[config.mk]
export PLATFORM = sky130hd
export DESIGN_NAME = rob_retire_unit_flat
export DESIGN_NICKNAME = d
export VERILOG_FILES = /design/src/rtl/rob_retire_unit_pkg.sv /design/src/rtl/rob_retire_unit_if.sv /design/src/rtl/rob_retire_unit_age_cmp.sv /design/src/rtl/rob_retire_unit.sv /design/src/flat_wrapper.sv
export SDC_FILE = /design/constraint.sdc
export NUM_CORES = 2
export LEC_CHECK = 0
export ABC_AREA = 1
export CORE_ASPECT_RATIO = 0.75
export CORE_MARGIN = 1
export CORE_UTILIZATION = 55
export CTS_CLUSTER_DIAMETER = 120
export DETAILED_ROUTE_END_ITERATION = 12
export PLACE_DENSITY = 0.75
export SLEW_MARGIN = 10
export SYNTH_ARGS = -nofsm -noshare
export SYNTH_HDL_FRONTEND = slang
export SYNTH_SLANG_ARGS = --single-unit
[constraint.sdc]
create_clock -name clk -period 31.8 [get_ports clk]
set_input_delay 6.36 -clock clk [delete_from_list [all_inputs] [get_ports clk]]
set_output_delay 6.36 -clock clk [all_outputs]
set_load 0.03 [all_outputs]
[src/rtl/rob_retire_unit_pkg.sv]
// Shared types and constants for the reorder buffer: entry layout and the
// completion broadcasts coming back from the ALU, memory and branch units.
package rob_retire_unit_pkg;

  localparam int ROB_DEPTH = 16;
  localparam int ROB_TAG_W = 5;
  localparam int PC_W      = 32;
  localparam int PREG_W    = 7;

  typedef struct packed {
    logic                 valid;
    logic                 complete;
    logic [PC_W-1:0]      pc;
    logic [PREG_W-1:0]    pd_new;
    logic [PREG_W-1:0]    pd_old;
    logic [ROB_TAG_W-1:0] rob_index;
  } rob_data;

  typedef struct packed {
    logic                 fu_alu_done;
    logic [ROB_TAG_W-1:0] rob_fu_alu;
  } alu_data;

  typedef struct packed {
    logic                 fu_mem_done;
    logic [ROB_TAG_W-1:0] rob_fu_mem;
  } mem_data;

  typedef struct packed {
    logic                 fu_b_done;
    logic [ROB_TAG_W-1:0] rob_fu_b;
    logic                 mispredict;
    logic [ROB_TAG_W-1:0] mispredict_tag;
  } b_data;

  // A tag names a real entry only when it is below the configured depth.
  function automatic logic tag_in_range(input logic [ROB_TAG_W-1:0] tag, input int depth);
    return ({27'd0, tag} < depth);
  endfunction

endpackage

[src/rtl/rob_retire_unit_if.sv]
// Allocation, completion and commit bundle of the reorder buffer.
// slave is the ROB's view; master is the rename/FU/commit environment.
interface rob_retire_unit_if;
  import rob_retire_unit_pkg::*;

  logic                 alloc_valid;
  logic [PC_W-1:0]      alloc_pc;
  logic [PREG_W-1:0]    alloc_pd_new;
  logic [PREG_W-1:0]    alloc_pd_old;
  logic                 alloc_ready;
  logic [ROB_TAG_W-1:0] alloc_tag;
  alu_data              alu_in;
  mem_data              mem_in;
  b_data                b_in;
  logic                 commit_valid;
  logic [PREG_W-1:0]    commit_pd_old;
  logic [PREG_W-1:0]    commit_pd_new;
  logic [PC_W-1:0]      commit_pc;
  logic [ROB_TAG_W-1:0] commit_tag;
  logic                 flush;
  logic                 rob_empty;

  modport slave (
    input  alloc_valid, alloc_pc, alloc_pd_new, alloc_pd_old, alu_in, mem_in, b_in,
    output alloc_ready, alloc_tag, commit_valid, commit_pd_old, commit_pd_new,
           commit_pc, commit_tag, flush, rob_empty
  );

  modport master (
    output alloc_valid, alloc_pc, alloc_pd_new, alloc_pd_old, alu_in, mem_in, b_in,
    input  alloc_ready, alloc_tag, commit_valid, commit_pd_old, commit_pd_new,
           commit_pc, commit_tag, flush, rob_empty
  );

endinterface

[src/rtl/rob_retire_unit_age_cmp.sv]
// Age comparator: true when idx is strictly younger than tag, both ages
// measured from head modulo the ROB depth.
module rob_age_cmp #(
  parameter int PTR_W = 4
) (
  input  logic [PTR_W-1:0] head,
  input  logic [PTR_W-1:0] idx,
  input  logic [PTR_W-1:0] tag,
  output logic             younger_than_tag
);

  logic [PTR_W-1:0] idx_age_s;
  logic [PTR_W-1:0] tag_age_s;

  // Modular subtraction gives the distance from the oldest entry.
  always_comb begin
    idx_age_s        = idx - head;
    tag_age_s        = tag - head;
    younger_than_tag = (idx_age_s > tag_age_s);
  end

endmodule

[src/rtl/rob_retire_unit.sv]
// In-order reorder buffer: allocates at tail, marks completions from three
// FUs, retires one complete head entry per cycle and squashes on mispredict.
module rob_retire_unit
  import rob_retire_unit_pkg::*;
#(
  parameter int DEPTH = ROB_DEPTH,
  parameter int PTR_W = $clog2(DEPTH)
) (
  input  logic         clk,
  input  logic         reset,
  rob_retire_unit_if.slave rob
);

  localparam logic [PTR_W:0] DEPTH_C = (PTR_W+1)'(DEPTH);

  rob_data          entries_q [DEPTH];
  rob_data          entries_d [DEPTH];
  logic [PTR_W-1:0] head_q, head_d;
  logic [PTR_W-1:0] tail_q, tail_d;
  logic [PTR_W:0]   count_q, count_d;
  logic             flush_q, flush_d;

  logic [DEPTH-1:0] younger_s;
  logic [PTR_W-1:0] alu_tag_s, mem_tag_s, b_tag_s, mp_tag_s, mp_age_s;
  logic             alu_hit_s, mem_hit_s, b_hit_s;
  logic             mispredict_s, alloc_fire_s, commit_fire_s;

  assign alu_tag_s = rob.alu_in.rob_fu_alu[PTR_W-1:0];
  assign mem_tag_s = rob.mem_in.rob_fu_mem[PTR_W-1:0];
  assign b_tag_s   = rob.b_in.rob_fu_b[PTR_W-1:0];
  assign mp_tag_s  = rob.b_in.mispredict_tag[PTR_W-1:0];
  assign mp_age_s  = mp_tag_s - head_q;

  // Completions only land on live entries; stale tags are dropped.
  assign alu_hit_s = rob.alu_in.fu_alu_done & tag_in_range(rob.alu_in.rob_fu_alu, DEPTH)
                     & entries_q[alu_tag_s].valid;
  assign mem_hit_s = rob.mem_in.fu_mem_done & tag_in_range(rob.mem_in.rob_fu_mem, DEPTH)
                     & entries_q[mem_tag_s].valid;
  assign b_hit_s   = rob.b_in.fu_b_done & tag_in_range(rob.b_in.rob_fu_b, DEPTH)
                     & entries_q[b_tag_s].valid;

  assign mispredict_s  = rob.b_in.fu_b_done & rob.b_in.mispredict
                         & tag_in_range(rob.b_in.mispredict_tag, DEPTH);
  assign alloc_fire_s  = rob.alloc_valid & rob.alloc_ready & ~mispredict_s;
  assign commit_fire_s = rob.commit_valid;

  assign rob.alloc_ready   = (count_q < DEPTH_C);
  assign rob.alloc_tag     = ROB_TAG_W'(tail_q);
  assign rob.rob_empty     = (count_q == {(PTR_W+1){1'b0}});
  assign rob.commit_valid  = entries_q[head_q].valid & entries_q[head_q].complete;
  assign rob.commit_pd_old = entries_q[head_q].pd_old;
  assign rob.commit_pd_new = entries_q[head_q].pd_new;
  assign rob.commit_pc     = entries_q[head_q].pc;
  assign rob.commit_tag    = entries_q[head_q].rob_index;
  assign rob.flush         = flush_q;

  for (genvar i = 0; i < DEPTH; i++) begin : g_age
    rob_age_cmp #(.PTR_W(PTR_W)) u_age (
      .head             (head_q),
      .idx              (PTR_W'(i)),
      .tag              (mp_tag_s),
      .younger_than_tag (younger_s[i])
    );
  end

  // Entry updates in priority order: alloc, completions, squash, retire.
  always_comb begin
    entries_d = entries_q;
    if (alloc_fire_s) begin
      entries_d[tail_q] = '{valid: 1'b1, complete: 1'b0, pc: rob.alloc_pc,
                            pd_new: rob.alloc_pd_new, pd_old: rob.alloc_pd_old,
                            rob_index: ROB_TAG_W'(tail_q)};
    end else begin
      entries_d[tail_q] = entries_q[tail_q];
    end
    entries_d[alu_tag_s].complete = entries_d[alu_tag_s].complete | alu_hit_s;
    entries_d[mem_tag_s].complete = entries_d[mem_tag_s].complete | mem_hit_s;
    entries_d[b_tag_s].complete   = entries_d[b_tag_s].complete | b_hit_s;
    for (int i = 0; i < DEPTH; i++) begin
      entries_d[i].valid    = entries_d[i].valid & ~(mispredict_s & younger_s[i]);
      entries_d[i].complete = entries_d[i].complete & ~(mispredict_s & younger_s[i]);
    end
    entries_d[mp_tag_s].complete = entries_d[mp_tag_s].complete
                                   | (mispredict_s & entries_q[mp_tag_s].valid);
    entries_d[head_q].valid    = entries_d[head_q].valid & ~commit_fire_s;
    entries_d[head_q].complete = entries_d[head_q].complete & ~commit_fire_s;
  end

  // Pointer and occupancy bookkeeping; a mispredict rebuilds tail and count.
  always_comb begin
    head_d  = head_q + PTR_W'(commit_fire_s);
    flush_d = mispredict_s;
    if (mispredict_s) begin
      tail_d  = mp_tag_s + PTR_W'(1'b1);
      count_d = {1'b0, mp_age_s} + (PTR_W+1)'(1'b1) - (PTR_W+1)'(commit_fire_s);
    end else begin
      tail_d  = tail_q + PTR_W'(alloc_fire_s);
      count_d = count_q + (PTR_W+1)'(alloc_fire_s) - (PTR_W+1)'(commit_fire_s);
    end
  end

  // State registers with asynchronous clear.
  always_ff @(posedge clk or posedge reset) begin
    if (reset) begin
      for (int i = 0; i < DEPTH; i++) begin
        entries_q[i] <= '0;
      end
      head_q  <= {PTR_W{1'b0}};
      tail_q  <= {PTR_W{1'b0}};
      count_q <= {(PTR_W+1){1'b0}};
      flush_q <= 1'b0;
    end else begin
      entries_q <= entries_d;
      head_q    <= head_d;
      tail_q    <= tail_d;
      count_q   <= count_d;
      flush_q   <= flush_d;
    end
  end

endmodule

[src/flat_wrapper.sv]
// flat-port wrapper written by rule: the top's interface ports become plain ports
module rob_retire_unit_flat import rob_retire_unit_pkg::*;
#(
  parameter int DEPTH = ROB_DEPTH,
  parameter int PTR_W = $clog2(DEPTH)
)
  (clk, reset, rob_alloc_valid, rob_alloc_pc, rob_alloc_pd_new, rob_alloc_pd_old, rob_alu_in, rob_mem_in, rob_b_in, rob_alloc_ready, rob_alloc_tag, rob_commit_valid, rob_commit_pd_old, rob_commit_pd_new, rob_commit_pc, rob_commit_tag, rob_flush, rob_rob_empty);
  rob_retire_unit_if rob_i ();
  input  logic clk;
  input  logic reset;
  input wire logic [$bits(rob_i.alloc_valid)-1:0] rob_alloc_valid;
  input wire logic [$bits(rob_i.alloc_pc)-1:0] rob_alloc_pc;
  input wire logic [$bits(rob_i.alloc_pd_new)-1:0] rob_alloc_pd_new;
  input wire logic [$bits(rob_i.alloc_pd_old)-1:0] rob_alloc_pd_old;
  input wire logic [$bits(rob_i.alu_in)-1:0] rob_alu_in;
  input wire logic [$bits(rob_i.mem_in)-1:0] rob_mem_in;
  input wire logic [$bits(rob_i.b_in)-1:0] rob_b_in;
  output wire logic [$bits(rob_i.alloc_ready)-1:0] rob_alloc_ready;
  output wire logic [$bits(rob_i.alloc_tag)-1:0] rob_alloc_tag;
  output wire logic [$bits(rob_i.commit_valid)-1:0] rob_commit_valid;
  output wire logic [$bits(rob_i.commit_pd_old)-1:0] rob_commit_pd_old;
  output wire logic [$bits(rob_i.commit_pd_new)-1:0] rob_commit_pd_new;
  output wire logic [$bits(rob_i.commit_pc)-1:0] rob_commit_pc;
  output wire logic [$bits(rob_i.commit_tag)-1:0] rob_commit_tag;
  output wire logic [$bits(rob_i.flush)-1:0] rob_flush;
  output wire logic [$bits(rob_i.rob_empty)-1:0] rob_rob_empty;
  assign rob_i.alloc_valid = rob_alloc_valid;
  assign rob_i.alloc_pc = rob_alloc_pc;
  assign rob_i.alloc_pd_new = rob_alloc_pd_new;
  assign rob_i.alloc_pd_old = rob_alloc_pd_old;
  assign rob_i.alu_in = rob_alu_in;
  assign rob_i.mem_in = rob_mem_in;
  assign rob_i.b_in = rob_b_in;
  assign rob_alloc_ready = rob_i.alloc_ready;
  assign rob_alloc_tag = rob_i.alloc_tag;
  assign rob_commit_valid = rob_i.commit_valid;
  assign rob_commit_pd_old = rob_i.commit_pd_old;
  assign rob_commit_pd_new = rob_i.commit_pd_new;
  assign rob_commit_pc = rob_i.commit_pc;
  assign rob_commit_tag = rob_i.commit_tag;
  assign rob_flush = rob_i.flush;
  assign rob_rob_empty = rob_i.rob_empty;
  rob_retire_unit #(.DEPTH(DEPTH), .PTR_W(PTR_W)) u_core (.clk(clk), .reset(reset), .rob(rob_i));
endmodule
## Word level (Yosys, flattened, before mapping)

Cells that the tools add are included.

| operators by class | value |
|---|---|
| $add $sub $neg | 24 |
| $lt $le $gt $ge | 33 |
| muxes and demuxes | 61 |
| bitwise operators | 90 |
| reduce and logical (&&, ||, !) cells | 7 |

Operators by type and width:

| cell | number |
|---|---|
| $bwmux W848 | 8 |
| $bmux W53 S4 | 12 |
| $demux W53 S4 | 7 |
| $mux W53 | 16 |
| $mux W848 | 1 |
| $mux W52 | 15 |
| $gt A4 B4 Y1 | 16 |
| $and A1 B1 Y1 | 62 |
| $sub A4 B4 Y4 const A | 8 |
| $ge A5 B5 Y1 const B | 6 |
| $lt A5 B1 Y1 const B | 6 |
| $not A4 Y5 | 6 |
| $lt A5 B5 Y1 const B | 5 |
| $not A1 Y1 | 18 |
| $sub A3 B4 Y4 const A | 4 |
| $sub A5 B1 Y5 | 2 |
| $add A4 B1 Y4 | 2 |
| $sub A1 B4 Y4 const A | 2 |
| $sub A2 B4 Y4 const A | 2 |
| $logic_and A1 B1 Y1 | 6 |
| $add A4 B1 Y5 const B | 1 |
| $add A5 B1 Y5 | 1 |
| $logic_not A5 Y1 | 1 |
| $mux W5 | 1 |
| other kinds (4) | 7 |

| storage, ports and cells | value |
|---|---|
| bits in registers | 862 |
| input bits | 73 |
| output and inout port bits | 60 |
| logic and storage cells | 315 |

## Logic depth before layout (Yosys ltp)

| logic depth | value |
|---|---|
| word-level depth | 38 |
| mapped depth | 47 |
| mapped depth without buffers | 42 |

## Modules after synthesis

A second synthesis with hierarchy kept.

| second synthesis, totals | value |
|---|---|
| cell total of the unflattened synthesis | 6615 |
| area total of the unflattened synthesis | 51545.7 um^2 |

By module, submodules not included:

| module | instances | cells each | area an instance (um^2) | sequential area each (um^2) |
|---|---|---|---|---|
| rob_retire_unit | 1 | 5703 | 45840.2 | 21570.7 |
| rob_age_cmp | 16 | 57 | 356.6 | 0.0 |

## Worst setup path before layout

Ideal clock, no wire load.

| timing path | value |
|---|---|
| path kind | input -> register |
| from | in rob_b_in[4] |
| to | reg u_core.entries_q[369] in the netlist's numbering |
| library setup time | 119 ps |
| arrival time | 10205 ps |
| data required time | 31681 ps |
| slack | 21476 ps |
| stages | 45 |
| buffers on the path | 6 |
| path through | inv_1 nand3_1 nand2_1 buf_2 o21ai_0 nor2_1 nor2_1 nand2_1 a21oi_1 nand3_2 buf_6 nand2_1 nand3_1 nand2_1 nor2_1 nor2_1 nor2_1 nand2_2 [... 9 more ...] buf_6 nand3_1 nand3_1 nand3_1 nand2_1 nand2_1 nand2_1 inv_2 nand2_2 buf_6 nand4_1 nand3_1 nand3_1 nand3_1 nand3_2 buf_2 nand4_1 nand2_1 |

RTL lines:

| item | RTL line | text |
|---|---|---|
| start: declaration | flat_wrapper.sv:17 | `input wire logic [$bits(rob_i.b_in)-1:0] rob_b_in;` |
| end signal: assignment | rob_retire_unit.sv:113 | `entries_q <= entries_d;` |
| end: declaration | rob_retire_unit.sv:16 | `rob_data entries_q [DEPTH];` |

==> flow_summary.ini <==
[setup_path]
endpoint_kind = flip-flop
cp_common_cell = nand2_1
crit_fanout = 84
cpPeakStageDelay_ns = 0.59
rrSetupSlack_ns = 23.69
worstSetupStartpointType = input port
crit_type = input port to flip-flop
arrival_ns = 13.49
reg2reg_depth = 40
cpMaxStageDelayCell = nand2_4
crit_required_ns = 32.37

[timing]
fin_crit_ns = 12.92
setup_tns_ns = 0
worst_slack_ns = 18.88
final_hold_viol_count = 0
post-route-period-util = 0.406
rsz0062_at_grt = no
worst_pin_slew_ns = 1.21
setup_violations = 0
finalClockSkew_ns = 0.0447
slew_headroom = 0.185
final_max_slew_viol_count = 0
fmax_ghz = 0.0774

[clock_tree]
clk_latency_ns = 0.67
h-tree-depth = 3
cts_tree = built
ctsResizeCount = 0
cts_hold_buf = 0
clkTransAtPathRegs_ns = 0.06
cts_max_path_buffers = 3
postCtsSetupRepairBufs = 0
cts_root_buf = clkbuf_16
cts_buffers = 89
cts_sinks = 862

[final_layout]
layout.cells.most_common = o21ai_0
fillerInstances = 7561
finalNonFillerCells = 7326
drive_gt1_frac = 0.0548
area_growth_pct = 10.1
fin_nets = 6253
seqCellArea_mm2 = 0.0216
final_cell_mix = 1,369 x o21ai_0, 1,140 x nand2_1, 858 x dfrtp_1
multi_input_area_mm2 = 0.0231

[placed_design]
port_buffers = 131
pre_cts_ws_ns = 18.52
dp.cells = 7162
dp.final_hpwl_um = 103000
routabilityCongestion = 1.10

[route]
drt-total-wl_um = 183000
wire_per_inst_um = 24.9
vias = 48900
first_pass_iters = 9
initialDrtViolationCount = 8184
drc = 0
ant_nets = 0
routed_via_density = 6.67

[die]
die_w_um = 344
initial_utilization = 0.559
num_io_pins = 133
die_y_um = 259
num_rows = 93
core_mm2 = 0.0865
dieArea_mm2 = 0.0890

[power_and_ir_drop]
powerDensity_mw_per_mm2 = 137
ir_drop_uv = 85.7
leakage_nw = 23.6

[grt]
grt_pass1_wl_um = 278000
grt_max_degree = 165
grt_pass1_vias = 45000
antenna_found_initial = 3
grt.overflow.total = 0
grt_util_all_layers = 0.405

[yosys]
syn-instance-count = 6329
synth_edf_count = 0
syn_area_per_cell_um2 = 7.63
ys_types = 44
synth_fp_nets = 6469
yosys_warnings = 0
async_reset_ff_frac = 1.00
synth.ff_latch_count = 862
ys.flop_type = dfrtp_1
synth_area_mm2 = 0.0483
ys_seq_area_frac = 0.447

[status]
outcome = finished clean

[hold_path]
hold_class = flip-flop to flip-flop
hold_path_depth = 2

[flow_run]
drv_cap = 0
through the flow:
step                 util  total power [mW]  instance area (um2)  hold slack (ns)
CTS                 0.615              7.11                53200            0.488
detailed placement  0.579              5.98                50000            0.474
finish              0.615              7.27                53200            0.487
floorplan               -              4.61                48300            0.453
global route        0.615              7.70                53200            0.503
global placement    0.579              5.89                50000            0.467
worst max-delay path: cells and delay by family:
kind,cells,cell delay [ns]
AO/OA/AOI/OAI,2,0.51
buffers and inverters,5,1.31
AND/OR/NAND/NOR,35,5.23
cells in the mapped netlist (all sizes together) (4+ instances only):
cell,number,area share
dfrtp,862,0.45
a22oi,248,0.039
o22ai,188,0.024
xor2,7,0.0013
o221ai,101,0.018
o21ai,1381,0.14
clkinv,13,0.0010
xnor2,7,0.0013
a21boi,35,0.0054
a31oi,4,0.00052
a221oi,34,0.0062
o32ai,34,0.0062
nand2,1160,0.091
nand3,279,0.029
buf,61,0.0059
ha,64,0.017
o211ai,83,0.013
inv,467,0.036
a21oi,322,0.033
nor2,431,0.034
clkbuf,473,0.037
or2,20,0.0026
nand4,30,0.0039
layout make-up:
type                    instances  area share
clock buffers                 132      0.0506
repair buffers                227      0.0387
inverters                     480      0.0347
clock inverters                31     0.00809
multi-input cells            4453       0.435
flip-flops and latches        862       0.406
diodes                          1   0.0000471
well taps                    1140      0.0268
worst paths after layout:
check	from	endpoint
setup reg to reg	u_core.tail_q[0]$_DFF_PP0_	u_core.entries_q[687]$_DFF_PP0_
hold reg to reg	flip-flop	flip-flop
setup / recovery	rob_b_in[11]	u_core.entries_q[687]$_DFF_PP0_
hold / removal	flip-flop	flip-flop
min in group asynchronous	reset	async pin
max in group asynchronous	reset	u_core.head_q[0]$_DFF_PP0_
power by group:
group          switching [mW]  internal, mW  total [mW]
combinational            2.86          1.24        4.10
sequential              0.407          1.65        2.06
clock                   0.471         0.647        1.12
total                    3.74          3.53        7.27
cell families after synthesis:
family          synth area share
fa+ha+maj                 0.0178
flops                      0.447
xor+xnor                 0.00254
other cells            0.0000776
buf+inv                   0.0800
compound gates             0.292
simple gates               0.161
metal layers:
metal / vias up / share of wire / track usage
li1: 21500 / - / -
met1: 23100 / 0.41 / 0.588
met2: 3724 / 0.41 / 0.572
met3: 552 / 0.14 / 0.110
met4: 4 / 0.039 / 0.160
met5: - / 0.00012 / 0.00374
(Power assumes the default switching activity.)
